### config.mk
export PLATFORM = sky130hd
export DESIGN_NAME = operand_loader_120
export DESIGN_NICKNAME = d
export VERILOG_FILES = /design/src/rtl/operand_loader_120.sv
export SDC_FILE = /design/constraint.sdc
export NUM_CORES = 1
export LEC_CHECK = 0
export CORE_AREA = 2 2 121 170
export CTS_CLUSTER_SIZE = 20
export DETAILED_ROUTE_END_ITERATION = 8
export DIE_AREA = 0 0 123 172
export GPL_ROUTABILITY_DRIVEN = 0
export PLACE_DENSITY = 0.82
export SLEW_MARGIN = 10
export SYNTH_ARGS = -nofsm -noshare
export SYNTH_HDL_FRONTEND = slang
export SYNTH_SLANG_ARGS = --single-unit
### constraint.sdc
create_clock -name clk -period 2.7 [get_ports clk]
set_input_delay 0.27 -clock clk [delete_from_list [all_inputs] [get_ports clk]]
set_output_delay 0.27 -clock clk [all_outputs]
set_load 0.03 [all_outputs]
### src/rtl/operand_loader_120.sv
// operand_loader_120: assembles two 120-bit operands and a carry-in from a
// 16-bit beat stream and presents them as one registered bundle to the
// 120-bit ripple adder. The block is single-buffered, so loading and
// presenting never overlap.
module operand_loader_120 #(
  parameter int DATA_W = 120,
  parameter int BEAT_W = 16,
  parameter int BEATS  = 8
) (
  input  logic              clk,
  input  logic              rst,
  input  logic              in_valid,
  output logic              in_ready,
  input  logic [BEAT_W-1:0] in_data,
  input  logic              in_sof,
  input  logic              in_cin,
  output logic              op_valid,
  input  logic              op_ready,
  output logic [DATA_W-1:0] op_a,
  output logic [DATA_W-1:0] op_b,
  output logic              op_cin,
  output logic              frame_err
);

  localparam int IDX_W  = $clog2(BEATS);
  localparam int LAST_W = DATA_W - (BEATS - 1) * BEAT_W;

  typedef enum logic [1:0] {LOAD_A, LOAD_B, PRESENT} state_t;

  state_t             state, state_n;
  logic [IDX_W-1:0]   beat_idx, beat_idx_n;
  logic [DATA_W-1:0]  op_a_n, op_b_n;
  logic               op_cin_n, op_valid_n, frame_err_n;
  logic               accept;
  logic               at_frame_start;
  logic               last_beat;

  // Merge one beat into an operand; the final beat only carries LAST_W bits.
  function automatic logic [DATA_W-1:0] place_beat(
    input logic [DATA_W-1:0] cur,
    input logic [IDX_W-1:0]  idx,
    input logic [BEAT_W-1:0] d
  );
    logic [DATA_W-1:0] r;
    r = cur;
    for (int unsigned i = 0; i < BEATS - 1; i++) begin
      if (idx == IDX_W'(i)) r[i*BEAT_W +: BEAT_W] = d;
    end
    if (idx == IDX_W'(BEATS - 1)) r[DATA_W-1 -: LAST_W] = d[LAST_W-1:0];
    return r;
  endfunction

  // Next-state, beat placement, framing checks and input handshake.
  always_comb begin
    state_n        = state;
    beat_idx_n     = beat_idx;
    op_a_n         = op_a;
    op_b_n         = op_b;
    op_cin_n       = op_cin;
    op_valid_n     = op_valid;
    frame_err_n    = 1'b0;
    in_ready       = (state != PRESENT);
    accept         = in_valid && (state != PRESENT);
    at_frame_start = (state == LOAD_A) && (beat_idx == '0);
    last_beat      = (beat_idx == IDX_W'(BEATS - 1));

    case (state)
      PRESENT: begin
        if (op_valid && op_ready) begin
          op_valid_n = 1'b0;
          state_n    = LOAD_A;
        end
      end
      default: begin
        if (accept) begin
          if (in_sof && !at_frame_start) begin
            // Stray start-of-frame: restart operand a with this beat as beat 0.
            frame_err_n = 1'b1;
            op_a_n      = place_beat(op_a, '0, in_data);
            op_cin_n    = in_cin;
            beat_idx_n  = IDX_W'(1);
            state_n     = LOAD_A;
          end else if (at_frame_start && !in_sof) begin
            // Missing start-of-frame: drop the beat and keep waiting.
            frame_err_n = 1'b1;
          end else if (state == LOAD_A) begin
            op_a_n = place_beat(op_a, beat_idx, in_data);
            if (beat_idx == '0) op_cin_n = in_cin;
            if (last_beat) begin
              beat_idx_n = '0;
              state_n    = LOAD_B;
            end else begin
              beat_idx_n = beat_idx + IDX_W'(1);
            end
          end else begin
            op_b_n = place_beat(op_b, beat_idx, in_data);
            if (last_beat) begin
              beat_idx_n = '0;
              op_valid_n = 1'b1;
              state_n    = PRESENT;
            end else begin
              beat_idx_n = beat_idx + IDX_W'(1);
            end
          end
        end
      end
    endcase
  end

  // State and output registers with synchronous reset.
  always_ff @(posedge clk) begin
    if (rst) begin
      state     <= LOAD_A;
      beat_idx  <= '0;
      op_a      <= '0;
      op_b      <= '0;
      op_cin    <= 1'b0;
      op_valid  <= 1'b0;
      frame_err <= 1'b0;
    end else begin
      state     <= state_n;
      beat_idx  <= beat_idx_n;
      op_a      <= op_a_n;
      op_b      <= op_b_n;
      op_cin    <= op_cin_n;
      op_valid  <= op_valid_n;
      frame_err <= frame_err_n;
    end
  end

endmodule

**Word-level counts from Yosys, hierarchy flattened**

Cells that the tools add are included.

- Bits in registers: 248
- Latch bits: 0
- Bits in writable memories: 0
- ROM bits: 0
- Output and inout bits: 244
- Memories: 0

- $add $sub $neg: 1
- Multipliers: 0
- Divide/modulo/power cells: 0
- Order comparisons: 0
- Equal/unequal tests: 15
- Shift-type cells: 0
- Multiplexer cells: 28
- Bitwise logic cells: 5
- Reductions and logical operators: 34

Operator list:

| kind | count |
|---|---|
| $reduce_and A6 Y1 | 16 |
| $mux W16 | 4 |
| $mux W2 | 8 |
| $mux W1 | 13 |
| $eq A3 B3 Y1 const B | 4 |
| $mux W3 | 3 |
| $reduce_bool A2 Y1 | 4 |
| $eq A3 B2 Y1 const B | 2 |
| $ne A2 B1 Y1 const B | 3 |
| $ne A2 B2 Y1 const B | 3 |
| $logic_and A1 B1 Y1 | 5 |
| $not A1 Y1 | 5 |
| $reduce_and A5 Y1 | 1 |
| $reduce_and A4 Y1 | 1 |
| $add A3 B1 Y3 const B | 1 |
| $eq A3 B1 Y1 const B | 1 |
| $logic_not A3 Y1 | 1 |
| $ne A3 B2 Y1 const B | 1 |
| $reduce_and A3 Y1 | 1 |
| $reduce_bool A3 Y1 | 1 |
| $reduce_or A3 Y1 | 1 |
| $eq A2 B2 Y1 const B | 1 |
| $logic_not A1 Y1 | 2 |
| $logic_not A2 Y1 | 1 |

**Longest topological paths before layout**

- Depth in word-level cells: 7
- Gate-level depth with buffers: 10
- Gate-level depth less buffers: 8

**Least setup slack after synthesis**

No wires, ideal clock.

- Path kind: reg-to-reg
- From: reg beat_idx[0]
- To: reg op_a[87]
- Setup time: 0.132 ns
- Data arrival time: 2.027 ns
- Required time: 2.568 ns
- Path slack: 0.541 ns
- Stages on the path, launching flop included: 11
- Path buffers: 2
- Clock period less this slack: 2.159 ns
- Cell sequence: dfxtp_1 -> inv_1 -> ha_1 -> nand3b_1 -> inv_1 -> ha_1 -> and3b_1 -> buf_4 -> nand3_2 -> buf_4 -> mux2i_1

- Cells in the longest elaborated chain, start to end: 6

RTL lines:

| item | line | source |
|---|---|---|
| from (decl) | 31 | `logic [IDX_W-1:0] beat_idx, beat_idx_n;` |
| from (signal assigned) | 122 | `beat_idx <= beat_idx_n;` |
| $logic_not A3 Y1 | 64 | `at_frame_start = (state == LOAD_A) && (beat_idx == '0);` |
| $logic_and A1 B1 Y1 | 64 |  |
| $logic_not A1 Y1 | 76 | `if (in_sof && !at_frame_start) begin` |
| $logic_and A1 B1 Y1 | 76 |  |
| $not A1 Y1 (no line) | -- |  |
| $reduce_and A6 Y1 (no line) * | -- |  |
| to (signal assigned) | 123 | `op_a <= op_a_n;` |
| to (decl) | 19 | `output logic [DATA_W-1:0] op_a,` |

Every way passes the cells marked *; elsewhere a longest branch is shown, timed or not.
A chain may end at the register's enable or synchronous reset.

**Worst setup path after layout**

- From: reg beat_idx[0]
- To: reg op_b[92]

- Cells in the longest elaborated chain, start to end: 6

RTL lines:

| item | line | source |
|---|---|---|
| $logic_not A3 Y1 | 64 |  |
| $logic_and A1 B1 Y1 | 64 |  |
| $logic_not A1 Y1 | 76 |  |
| $logic_and A1 B1 Y1 | 76 |  |
| $not A1 Y1 (no line) | -- |  |
| $reduce_and A6 Y1 (no line) * | -- |  |
| to (signal assigned) | 124 | `op_b <= op_b_n;` |
| to (decl) | 20 | `output logic [DATA_W-1:0] op_b,` |

Marks and branches as above.

==> flow_summary.toml <==
[cells_and_area]
fin_nets = 1201
ff_latch_area_sq_um = 4960
multi_input_area_sq_um = 3910
final_core_util_pct = 66.0
n_fill_cell = 1504
areaGrowthSynthToFinish_pct = 40.0
diodes = 0
final_layout_size_suffix_gt1_share_pct = 8.01

[global_route]
gr-total-overflow = 0
grt_usage_pct = 25.5
antenna_found_initial = 0
grt_max_degree = 54
gr-usage-met2_pct = 45.3
use_met1_pct = 30.0
busiest_layer = "met2"
grt_util_met3_pct = 4.32
grt_pass1_wl_mm = 41.5
grt_pass1_vias = 7448

[placement]
pre_cts_slack_ns = 0.0223
dpl.hpwl_mm = 18.9
numPortBuffers = 265

[synthesis]
yosys.area_share.simple_pct = 15.3
synth_xor_area_share_pct = 0
ys_types = 34
yosysTopAreaCell = "dfxtp_1"
yosysWarnings = 0
avgSynthCellArea_sq_um = 10.2
synth_edf_count = 0
syn-instance-count = 912
synth_adder_area_share_pct = 1.21
synthArstFlopShare_pct = 0
synth_top_area_share_pct = 53.5
synth_area_sq_um = 9290
muxShareOfSynthArea_pct = 23.2
synth_top_family_by_area = "multiplexers"
synth_ff_type = "dfxtp_1"
yosysSeqAreaShare_pct = 53.5
ys_seq_elements = 248
synthesis.nets = 943
yosys-top-cells-area = "dfxtp_1 53%, mux2i_1 23%, nand2_1 11%"
synth_compound_area_share_pct = 2.33

[sta]
min_period_ns = 2.52
slew_viol_final = 0
setup_violations = 0
worst_pin_slew_ns = 0.701
fin_setup_tns_ns = 0
period_share_pct = 93.4
finalHoldViolCount = 0
rsz0062_at_grt = "false"
worst_slack_ns = 0.179
fmax_mhz = 397
fin_skew_ns = 0.00877
max_slew_margin_pct = 53.1

[worst_setup_path]
slowest_stage = "and2b_2"
critPathLaunchType = "flip-flop"
worstPathMaxFanout = 16
path_common_cell = "ha_1"
worstPathCellList = "inv_1, ha_1, nand3b_1, ha_1, and2b_2, nand4_4, mux2i_1"
critPathMaxStageDelay_ns = 0.45
crit_type = "reg -> reg"
worstPathArrival_ns = 2.94
worstSetupEndpointType = "flip-flop"
critical_path_required_ns = 3.12
ff2ff_path_depth = 7

[floorplanning]
chipWidth_um = 123
fp.dieH_um = 172
start_util_pct = 47.2
rows = 61
coreArea_sq_um = 19700
io_pins = 266
dieArea_sq_um = 21200

[clock_network]
cts-root-buf = "clkbuf_16"
cts_tree = "done"
numCtsBuffers = 23
clock-sinks = 248
h-tree-depth = 1
cts_buffer_depth = 3
clock_latency_ns = 0.50
cts.reportedPaths.clkPinSlew_ns = 0.07

[drt]
drc = 0
drt_iter0_drc = 425
drtAntennaViolNets = 0
vias = 7460
totalWireLength_mm = 27.5
avgViaCountPerCell = 5.19
wire_per_inst_um = 19.1
dr.pass1.iters = 5

[job]
drv_cap = 0

[power]
leakagePower_uw = 0.00598
p_per_area_nw_per_um2 = 575
ir_drop_uv = 627

[min_path]
hold_path_class = "in -> reg"
min_path_cells = 3

[outcome]
status = "completed"
-- worst paths after layout --
check                           slack [ns]        start         to
worst max-delay path                  0.18  beat_idx[0]   op_b[92]
worst min-delay path                  0.34       in_cin     op_cin
worst max register to register        0.18  beat_idx[0]   op_b[92]
worst min register to register        0.46    op_b[119]  op_b[119]
-- final cells by class --
cell class	instances	area share, %
tap	252	2.42
timing repair buffer	305	23.2
sequential	248	38.2
clock buffer	35	5.46
multi-input combinational	584	30.0
inverter	8	0.269
clock inverter	6	0.443
-- cell usage after synthesis (2+ instances only) --
master and count:
nor4_1 2, nand4_4 3, nor2_1 5, dfxtp_1 248, ha_1 9, o2111ai_1 2
and2b_1 3, buf_1 7, a21oi_1 30, nand3b_1 4, o21ai_0 3, nand4_1 2
nor3_1 3, nand2_1 279, nand2b_1 2, buf_6 9, and3b_1 2, mux2i_1 215
buf_4 8, buf_2 17, nand3_4 3, nand3_2 6, nand4b_1 2, inv_1 6
and4b_1 2, clkbuf_1 31, nor2b_1 2
-- report_power, final --
group	leakage (uW)	switching [uW]	internal [uW]	total, uW
Clock	0.000382	1350	1910	3260
Combinational	0.00360	329	174	503
Sequential	0.00200	21.2	3690	3710
-- layout by cell type (no fill, tap or decap), types with 4 or more instances in the layout --
cell / n
clkdlybuf4s50_1: 265
nor2_1: 5
clkbuf_16: 23
ha_1: 9
clkinv_2: 4
dfxtp_1: 248
a21oi_1: 30
mux2i_1: 215
inv_1: 6
clkbuf_8: 9
nand3b_1: 4
nand3_2: 6
buf_4: 35
buf_12: 5
nand2_1: 279
-- per-layer routing --
| layer | share of wire, % | wire length, um |
|---|---|---|
| met5 | 0 | 0 |
| met4 | 4.5 | 1250 |
| met3 | 5.4 | 1480 |
| met2 | 51 | 14000 |
| met1 | 39 | 10800 |
-- critical path, delay by kind of cell (launching register included) --
| family | cells | cell delay [ns] |
|---|---|---|
| AND/OR/NAND/NOR | 3 | 1.03 |
| adder cells (fa/ha/maj) | 2 | 0.65 |
| flip-flops | 1 | 0.36 |
| multiplexers | 1 | 0.28 |
| buffers and inverters | 1 | 0.10 |
-- per-stage QoR --
| step | instances | total power (uW) | instance area (sq um) | hold WS (ns) |
|---|---|---|---|---|
| 2_1_floorplan | 912 | 4090 | 9290 | 0.385 |
| 3_3_place_gp | 1393 | 4290 | 12200 | 0.442 |
| 3_5_place_dp | 1393 | 4290 | 12200 | 0.447 |
| 4_1_cts | 1434 | 7520 | 12900 | 0.333 |
| 5_1_grt | 1438 | 7680 | 13000 | 0.348 |
| 6_report | 1438 | 7480 | 13000 | 0.341 |
-- flip-flops by register name, indices dropped and copies added, names as in the netlist --
signal	count
op_a	120
op_b	120
beat_idx	3
state	2
frame_err	1
op_cin	1
op_valid	1
-- logic make-up (layout without fill, tap and decap cells) --
family / count (synthesis) / in the layout
simple gates: 321 / 321
flops: 248 / 248
mux: 215 / 215
buf+inv: 80 / 354
compound gates: 39 / 39
fa+ha+maj: 9 / 9
-- timing repair --
action,4_1_cts,5_1_grt
setup endpoints to repair,1,38
pin swaps,0,3
endpoints found under the hold margin,0,0
gates cloned,0,0
hold buffers,0,0
buffers inserted,0,4
resized for setup,1,1
Power figures use the tool's default switching activity.
